`src/rtl/pwm_meas.sv`:
```
// PWM period / high-time measurement: synchronizes an asynchronous PWM input,
// times successive rising edges and hands results to a consumer with valid/ready.
module pwm_meas #(
  parameter int WIDTH       = 16,
  parameter int SYNC_STAGES = 2
) (
  input  logic             clk,
  input  logic             rst,
  input  logic             pwm_in,
  input  logic             ready,
  output logic [WIDTH-1:0] period,
  output logic [WIDTH-1:0] high_time,
  output logic             valid,
  output logic             overrun,
  output logic             timeout,
  output logic             level
);

  typedef enum logic [1:0] {
    WAIT_LOW  = 2'd0,
    WAIT_RISE = 2'd1,
    HIGH      = 2'd2,
    LOW       = 2'd3
  } state_t;

  localparam logic [WIDTH-1:0] CNT_ONE = {{(WIDTH-1){1'b0}}, 1'b1};
  localparam logic [WIDTH-1:0] CNT_MAX = {WIDTH{1'b1}};

  state_t                 state_q, state_d;
  logic [SYNC_STAGES-1:0] sync_q, sync_d;
  logic [SYNC_STAGES-1:0] fill_q, fill_d;
  logic                   s_d_q, s_d_d;
  logic [WIDTH-1:0]       cnt_q, cnt_d;
  logic [WIDTH-1:0]       hi_tmp_q, hi_tmp_d;
  logic [WIDTH-1:0]       period_q, period_d;
  logic [WIDTH-1:0]       high_time_q, high_time_d;
  logic                   valid_q, valid_d;
  logic                   overrun_q, overrun_d;
  logic                   timeout_q, timeout_d;

  logic s;
  logic primed;
  logic rise;
  logic fall;
  logic cnt_sat;
  logic new_meas;

  // fill_q tracks which synchronizer stages hold a real sample since reset, so
  // the reset zeros are never mistaken for a low level of pwm_in.
  assign s       = sync_q[SYNC_STAGES-1];
  assign primed  = fill_q[SYNC_STAGES-1];
  assign rise    = s & ~s_d_q;
  assign fall    = ~s & s_d_q;
  assign cnt_sat = (cnt_q == CNT_MAX);

  // Synchronizer shift, edge-detect delay and saturating cycle counter
  always_comb begin
    sync_d = {sync_q[SYNC_STAGES-2:0], pwm_in};
    fill_d = {fill_q[SYNC_STAGES-2:0], 1'b1};
    s_d_d  = s;
    if (rise) begin
      cnt_d = CNT_ONE;
    end else if (cnt_sat) begin
      cnt_d = cnt_q;
    end else begin
      cnt_d = cnt_q + CNT_ONE;
    end
  end

  // Measurement FSM next state, result capture and handshake
  always_comb begin
    state_d     = state_q;
    hi_tmp_d    = hi_tmp_q;
    period_d    = period_q;
    high_time_d = high_time_q;
    valid_d     = valid_q;
    overrun_d   = 1'b0;
    timeout_d   = 1'b0;
    new_meas    = 1'b0;

    case (state_q)
      WAIT_LOW: begin
        if (primed && !s) begin
          state_d = WAIT_RISE;
        end else begin
          state_d = WAIT_LOW;
        end
      end
      WAIT_RISE: begin
        if (rise) begin
          state_d = HIGH;
        end else begin
          state_d = WAIT_RISE;
        end
      end
      HIGH: begin
        if (fall) begin
          state_d  = LOW;
          hi_tmp_d = cnt_q;
        end else if (cnt_sat) begin
          state_d   = WAIT_LOW;
          timeout_d = 1'b1;
        end else begin
          state_d = HIGH;
        end
      end
      LOW: begin
        if (rise) begin
          state_d  = HIGH;
          new_meas = 1'b1;
        end else if (cnt_sat) begin
          state_d   = WAIT_LOW;
          timeout_d = 1'b1;
        end else begin
          state_d = LOW;
        end
      end
      default: begin
        state_d = WAIT_LOW;
      end
    endcase

    // A completing measurement wins over a same-cycle handshake.
    if (new_meas) begin
      period_d    = cnt_q;
      high_time_d = hi_tmp_q;
      valid_d     = 1'b1;
      overrun_d   = valid_q & ~ready;
    end else if (valid_q && ready) begin
      valid_d = 1'b0;
    end else begin
      valid_d = valid_q;
    end
  end

  // State and datapath registers with synchronous reset
  always_ff @(posedge clk) begin
    if (rst) begin
      state_q     <= WAIT_LOW;
      sync_q      <= {SYNC_STAGES{1'b0}};
      fill_q      <= {SYNC_STAGES{1'b0}};
      s_d_q       <= 1'b0;
      cnt_q       <= {WIDTH{1'b0}};
      hi_tmp_q    <= {WIDTH{1'b0}};
      period_q    <= {WIDTH{1'b0}};
      high_time_q <= {WIDTH{1'b0}};
      valid_q     <= 1'b0;
      overrun_q   <= 1'b0;
      timeout_q   <= 1'b0;
    end else begin
      state_q     <= state_d;
      sync_q      <= sync_d;
      fill_q      <= fill_d;
      s_d_q       <= s_d_d;
      cnt_q       <= cnt_d;
      hi_tmp_q    <= hi_tmp_d;
      period_q    <= period_d;
      high_time_q <= high_time_d;
      valid_q     <= valid_d;
      overrun_q   <= overrun_d;
      timeout_q   <= timeout_d;
    end
  end

  assign period    = period_q;
  assign high_time = high_time_q;
  assign valid     = valid_q;
  assign overrun   = overrun_q;
  assign timeout   = timeout_q;
  assign level     = s;

endmodule

```
`config.mk`:
```
export PLATFORM = sky130hd
export DESIGN_NAME = pwm_meas
export DESIGN_NICKNAME = d
export VERILOG_FILES = /design/src/rtl/pwm_meas.sv
export SDC_FILE = /design/constraint.sdc
export NUM_CORES = 1
export LEC_CHECK = 0
export CORE_AREA = 2 2 86 72
export DETAILED_ROUTE_END_ITERATION = 8
export DIE_AREA = 0 0 88 74
export PLACE_DENSITY = 0.82
export SLEW_MARGIN = 30
export SYNTH_ARGS = -nofsm -noshare
export SYNTH_HDL_FRONTEND = slang
export SYNTH_SLANG_ARGS = --single-unit
```
`constraint.sdc`:
```
create_clock -name clk -period 2 [get_ports clk]
set_clock_uncertainty 0.1 [all_clocks]
set_input_delay 0.4 -clock clk [delete_from_list [all_inputs] [get_ports clk]]
set_output_delay 0.4 -clock clk [all_outputs]
set_load 0.05 [all_outputs]
```
==> impl_metrics.csv, run 1 <==
group,metric,value,unit
critical_path,worst_setup_path_end_kind,"output port",
synth,yosysSeqAreaShare,0.5302,
clocking,clock-sinks,74,
critical_path,crit_chain,"clkdlybuf4s50_1",
clocking,clockRootBuffer,"clkbuf_8",
synth,ys_warn_count,0,
grt,grt_pass1_wl,9.818,mm
final_layout,area_growth,26.91,%
power,internal_power,2.565,mW
critical_path,worstSetupPathType,"register to output port",
clocking,cts_tree,"yes",
final_layout,drive_above_1_share,0.1698,
timing,setup_tns,0,ps
outcome,status,"finished clean",
final_layout,antennaDiodeCount,0,
clocking,cts_made_buffers,9,
grt,grt_usage,0.1972,
routing,dr.pass1.iters,4,
power,ir_worst_vdd,0.0006140,V
synth,synth.distinct_cells,41,
timing,rsz0062_at_grt,"false",
critical_path,cpMaxStageDelayCell,"clkdlybuf4s50_1",
placed_design,place_congestion,0.8805,
timing,hold_violations,0,
floorplan,dieArea,0.006512,sq mm
critical_path,crit_start,"overrun$_SDFF_PP0_",
grt,grt_max_degree,57,
timing,slew_headroom,0.6368,
clocking,clockBufferDepth,2,
routing,vias,2391,
critical_path,cpPeakStageDelay,790,ps
floorplan,dieWidth,88,microns
timing,fmax,516.4,MHz
floorplan,start_util,0.4935,
final_layout,utilization,0.6263,
critical_path,cp_data_required_time,1500,ps
worst_hold_path,hp-class,"input pin to register",
floorplan,row_count,25,
grt,grt_pass1_vias,2084,
synth,syn_avg_cell_area,8.492,sq um
power,seq_power_share,0.476,
worst_hold_path,hp-start,"rst",
power,leakage,1.500,nW
critical_path,critical_path_buf_inv_count,1,
critical_path,reg2reg_from,"cnt_q[1]$_SDFFE_PP0P_",
timing,fin_crit_sh,0.9682,
clocking,postCtsHoldBufs,0,
routing,wl_per_cell,12.76,microns
critical_path,critPathMaxFanout,1,
floorplan,core_area,0.005662,sq mm
synth,synth-edff-count,0,
synth,synth_flop_cell,"dfxtp_1",
routing,antenna_left,0,
run,max_cap_violations,0,
critical_path,path_delay_family,"buffers and inverters",
synth,netlist_area,0.002794,sq mm
clocking,clock_latency,340,ps
routing,via_per_inst,5.221,
final_layout,nets,377,
placed_design,dp_hpwl,3.976,mm
synth,synth-async-reset-ratio,0,
floorplan,die_h,74,microns
synth,synth_nets,334,
routing,drt_iter0_markers,106,
clocking,cts_setup_buffers,0,
clocking,h-tree-depth,3,
critical_path,arrival,1440,ps
grt,grt_overflow,0,
timing,setup_viol,0,
power,power_per_cell_area,886.5,mW/mm^2
clocking,clk_pin_slew,70,ps
routing,wirelength,5.846,mm
clocking,cts-resized-gates,0,
power,pwr-share-comb,0.021,
placed_design,io_buffer_count,39,
synth,synthCells,329,
power,p_sw,578.0,uW
timing,slew_viol_final,0,
timing,min_period,1936,ps
power,swShare,0.1839,
floorplan,io_pins,40,
synth,synth_seq_cells,74,
timing,tightest_slew,544.9,ps
routing,drc_errors,0,
critical_path,start_kind,"register",
power,clock_power_share,0.503,
grt,grt_antenna_before_repair,0,
-- per-stage QoR --
stage	instance area (sq um)	cells	hold WS, ps	setup slack, ps	power [mW]
final	3546	458	152.0	63.64	3.143
after global routing	3546	458	141.9	12.28	3.244
after CTS	3518	458	143.8	5.492	3.176
after detailed placement	3233	442	323.9	165.6	1.596
after global placement	3233	442	318.7	242.9	1.594
after floorplan	2794	329	313.8	189.4	1.572
-- state kept, by name (all words and copies together), names as in the netlist --
register	count
cnt_q	16
hi_tmp_q	16
high_time	16
period	16
fill_q	2
state_q	2
sync_q	2
overrun	1
s_d_q	1
timeout	1
valid	1
-- layer usage --
layer  vias to the layer above  global-route usage  share of wire
met2                        45              0.3072           0.46
met4                         0             0.05641         0.0096
met1                      1114              0.2633           0.48
li1                       1223                   -              -
met3                         9             0.06770          0.048
met5                         -                   0              0
-- final timing paths --
path / cells after the start / endpoint / slack, ps
worst max-delay path: 1 / overrun / 60
worst min-delay path: 2 / hi_tmp_q[1]$_SDFFE_PP0P_ / 150
worst max register to register: 5 / cnt_q[10]$_SDFFE_PP0P_ / 140
worst min register to register: 1 / sync_q[1]$_SDFF_PP0_ / 340
-- final cells by class --
cell class | count | area (sq um)
Timing Repair Buffer | 52 | 450.4
Multi-Input combinational cell | 233 | 1220
Inverter | 2 | 7.507
Tap cell | 81 | 101.3
Clock inverter | 4 | 120.1
Sequential cell | 74 | 1481
Fill cell | 498 | 2116
Clock buffer | 12 | 165.2
-- power groups by stage --
stage / clock (mW) / sequential, mW / combinational [mW]
after global placement: 0 / 1.53 / 0.0658
after global routing: 1.67 / 1.50 / 0.0745
after detailed placement: 0 / 1.53 / 0.0659
after floorplan: 0 / 1.53 / 0.0410
final: 1.58 / 1.50 / 0.0666
after CTS: 1.61 / 1.50 / 0.0665
-- layout by cell type, fill, tap and decap left out, types with 4 or more instances in the layout --
cell type       count
dfxtp_1            74
o21ai_0             4
a21oi_1            57
nand2_1           105
bufinv_16           4
buf_4              37
nor2_1              4
dlymetal6s2s_1     11
or4_1               5
clkbuf_8           12
nand3_1             5
nor2b_1             4
o31ai_1             4
-- cells by family (layout without fill, tap and decap cells) --
group                    count (synthesis)  count (layout)  share of synthesized area
AO/OA/AOI/OAI                           83              83                     0.1711
AND/OR/NAND/NOR                        148             148                     0.2580
adder cells (fa/ha/maj)                  1               1                   0.004478
flip-flops                              74              74                     0.5302
XOR/XNOR                                 1               1                   0.003135
buffers and inverters                   22              70                    0.03314
-- synthesized netlist by cell type (2+ instances only) --
| master | n | area share |
|---|---|---|
| o31ai_1 | 4 | 0.011 |
| and4_4 | 2 | 0.0081 |
| buf_2 | 7 | 0.013 |
| and3_1 | 2 | 0.0045 |
| a21oi_1 | 57 | 0.10 |
| or4_1 | 5 | 0.013 |
| nor2_1 | 4 | 0.0054 |
| o21a_1 | 3 | 0.0081 |
| nand2_4 | 2 | 0.0081 |
| and4_1 | 3 | 0.0094 |
| nor3_1 | 3 | 0.0054 |
| nor2b_1 | 4 | 0.0090 |
| nand2_1 | 105 | 0.14 |
| o311ai_0 | 3 | 0.0094 |
| o21ai_0 | 4 | 0.0072 |
| nand3_1 | 5 | 0.0090 |
| a31oi_1 | 3 | 0.0067 |
| inv_1 | 2 | 0.0027 |
| clkbuf_1 | 12 | 0.016 |
| dfxtp_1 | 74 | 0.53 |
| o41ai_1 | 3 | 0.0094 |
| nand4_1 | 3 | 0.0067 |
No activity file was read; power rests on OpenSTA's default activity.
==> run 2, diff against run 1 <==
CELL_PAD_IN_SITES_DETAIL_PLACEMENT = 2   (was unset)
CELL_PAD_IN_SITES_GLOBAL_PLACEMENT = 2   (was unset)
CORE_AREA = 2 2 108 89   (was 2 2 86 72)
DIE_AREA = 0 0 110 91   (was 0 0 88 74)
PLACE_DENSITY = 0.85   (was 0.82)
REMOVE_ABC_BUFFERS = 1   (was unset)
==> impl_metrics.csv, run 2 (synthesis gave the netlist of run 1 again) <==
group,metric,value,unit
routing,antenna_left,0,
routing,vias,2504,
worst_hold_path,whs_endpoint,"sync_q[1]$_SDFF_PP0_",
timing,tightest_slew,600.3,ps
timing,fmax,539.8,MHz
grt,grt_usage,0.1685,
floorplan,row_count,31,
floorplan,core_area,0.008882,sq mm
clocking,cts_tree,"yes",
critical_path,reg2reg_from,"cnt_q[1]$_SDFFE_PP0P_",
floorplan,dieArea,0.01001,sq mm
final_layout,fin_cells,497,
worst_hold_path,hp-class,"register to register",
critical_path,crit_chain,"ha_1 > nand3_1 > nor3_2 > or4_1 > a21oi_1",
worst_hold_path,hp-start,"sync_q[0]$_SDFF_PP0_",
critical_path,r2r_end,"cnt_q[13]$_SDFFE_PP0P_",
critical_path,worst-r2r-cell-count,5,
placed_design,place_congestion,0.7945,
critical_path,start_kind,"register",
power,ir_worst_vdd,0.0003829,V
grt,grt_overflow,0,
routing,dr.pass1.iters,6,
grt,grt_pass1_vias,2604,
floorplan,io_pins,40,
timing,slew_viol_final,0,
routing,via_per_inst,5.038,
final_layout,area_growth,27.45,%
clocking,clockRootBuffer,"clkbuf_8",
timing,holdWs,346.2,ps
clocking,clk_pin_slew,80,ps
final_layout,fillers,992,
routing,drt_iter0_markers,77,
final_layout,utilization,0.4009,
critical_path,cp_data_required_time,2120,ps
routing,drc_errors,0,
final_layout,antennaDiodeCount,0,
placed_design,dp_hpwl,5.497,mm
worst_hold_path,holdPathStages,1,
critical_path,arrival,1980,ps
placed_design,io_buffer_count,39,
clocking,clock-sinks,74,
timing,setup_tns,0,ps
timing,hold_violations,0,
grt,grt_pass1_wl,13.12,mm
floorplan,start_util,0.3146,
critical_path,worst_setup_path_end_kind,"register",
floorplan,die_h,91,microns
power,power_per_cell_area,872.1,mW/mm^2
critical_path,cpMaxStageDelayCell,"nor3_2",
run,max_cap_violations,0,
clocking,h-tree-depth,3,
final_layout,mostFrequentLayoutCells,"nand2_1, dfxtp_1, a21oi_1",
critical_path,cpPeakStageDelay,490,ps
routing,wl_per_cell,15.90,microns
timing,setup_viol,0,
power,leakage,1.364,nW
clocking,clockBufferDepth,2,
critical_path,critPathMaxFanout,7,
grt,grt_max_degree,58,
timing,min_period,1853,ps
timing,slew_headroom,0.5998,
critical_path,reg2reg_slack,150,ps
clocking,cts_made_buffers,9,
outcome,status,"finished clean",
floorplan,dieWidth,110,microns
timing,fin_crit_sh,0.9263,
clocking,postCtsHoldBufs,0,
grt,grt_antenna_before_repair,0,
critical_path,worstSetupPathType,"register to register",
final_layout,drive_above_1_share,0.2068,
final_layout,nets,382,
final_layout,layout_commonest_cell,"nand2_1",
clocking,clock_latency,340,ps
placed_design,dp.cells,479,
routing,wirelength,7.902,mm
[run 2: cell types whose count changed in the layout (fill, tap and decap cells not counted), sizes merged]
cell and change:
buf +15, dlymetal6s2s -9, clkbuf -1, clkdlybuf4s50 -1, clkinv +1
[run 2: area by class of cell]
class	instances	area (sq um)	share of cell area
Clock buffer	11	141.4	0.03970
Inverter	2	7.507	0.002108
Clock inverter	5	125.1	0.03514
Sequential cell	74	1481	0.4160
Tap cell	115	143.9	0.04041
Timing Repair Buffer	57	440.4	0.1237
Multi-Input combinational cell	233	1221	0.3429
[run 2: what timing repair did]
action	4_1_cts	5_1_grt
gates resized for setup	0	3
endpoints found under the setup margin	0	6
setup buffers	0	2
[run 2: per-stage QoR]
stage	setup WS (ps)	instance area [sq um]	total power, mW
6_report	147.4	3561	3.106
5_1_grt	-16.18	3561	3.224
4_1_cts	1.237	3540	3.149
3_5_place_dp	132.4	3273	1.603
3_3_place_gp	227.9	3273	1.598
2_1_floorplan	-106.9	2709	1.557
[run 2: worst max-delay path by stage]
| stage | startpoint | end | slack (ps) | depth (start not counted) |
|---|---|---|---|---|
| floorplan | sync_q[1]$_SDFF_PP0_ | overrun$_SDFF_PP0_ | -110 | 3 |
| global placement | cnt_q[1]$_SDFFE_PP0P_ | cnt_q[10]$_SDFFE_PP0P_ | 230 | 5 |
| detailed placement | cnt_q[1]$_SDFFE_PP0P_ | cnt_q[10]$_SDFFE_PP0P_ | 130 | 5 |
| CTS | valid$_SDFFE_PP0P_ | valid | 1 | 1 |
| global route | cnt_q[1]$_SDFFE_PP0P_ | cnt_q[13]$_SDFFE_PP0P_ | -20 | 5 |
| finish | cnt_q[1]$_SDFFE_PP0P_ | cnt_q[13]$_SDFFE_PP0P_ | 150 | 5 |
[run 2: power breakdown]
part | internal [mW] | switching (mW) | leakage (nW)
Clock | 0.988 | 0.548 | 0.134
Combinational | 0.0257 | 0.0487 | 0.633
Sequential | 1.48 | 0.0117 | 0.598
[run 2: routing by layer]
metal / up-vias / GRT usage / wire length [microns]
met1: 1234 / 0.2056 / 3632
li1: 1229 / - / -
met3: 5 / 0.04379 / 277
met4: 0 / 0.05169 / 66
met2: 36 / 0.2868 / 3926
met5: - / 0 / 0
[run 2: critical path, delay by kind of cell (launching register included)]
family / cells / cell delay [ps]
and+or+nand+nor: 3 / 890
AOI/OAI and AO/OA: 1 / 60
DFF: 1 / 430
adders and majority gates: 1 / 250
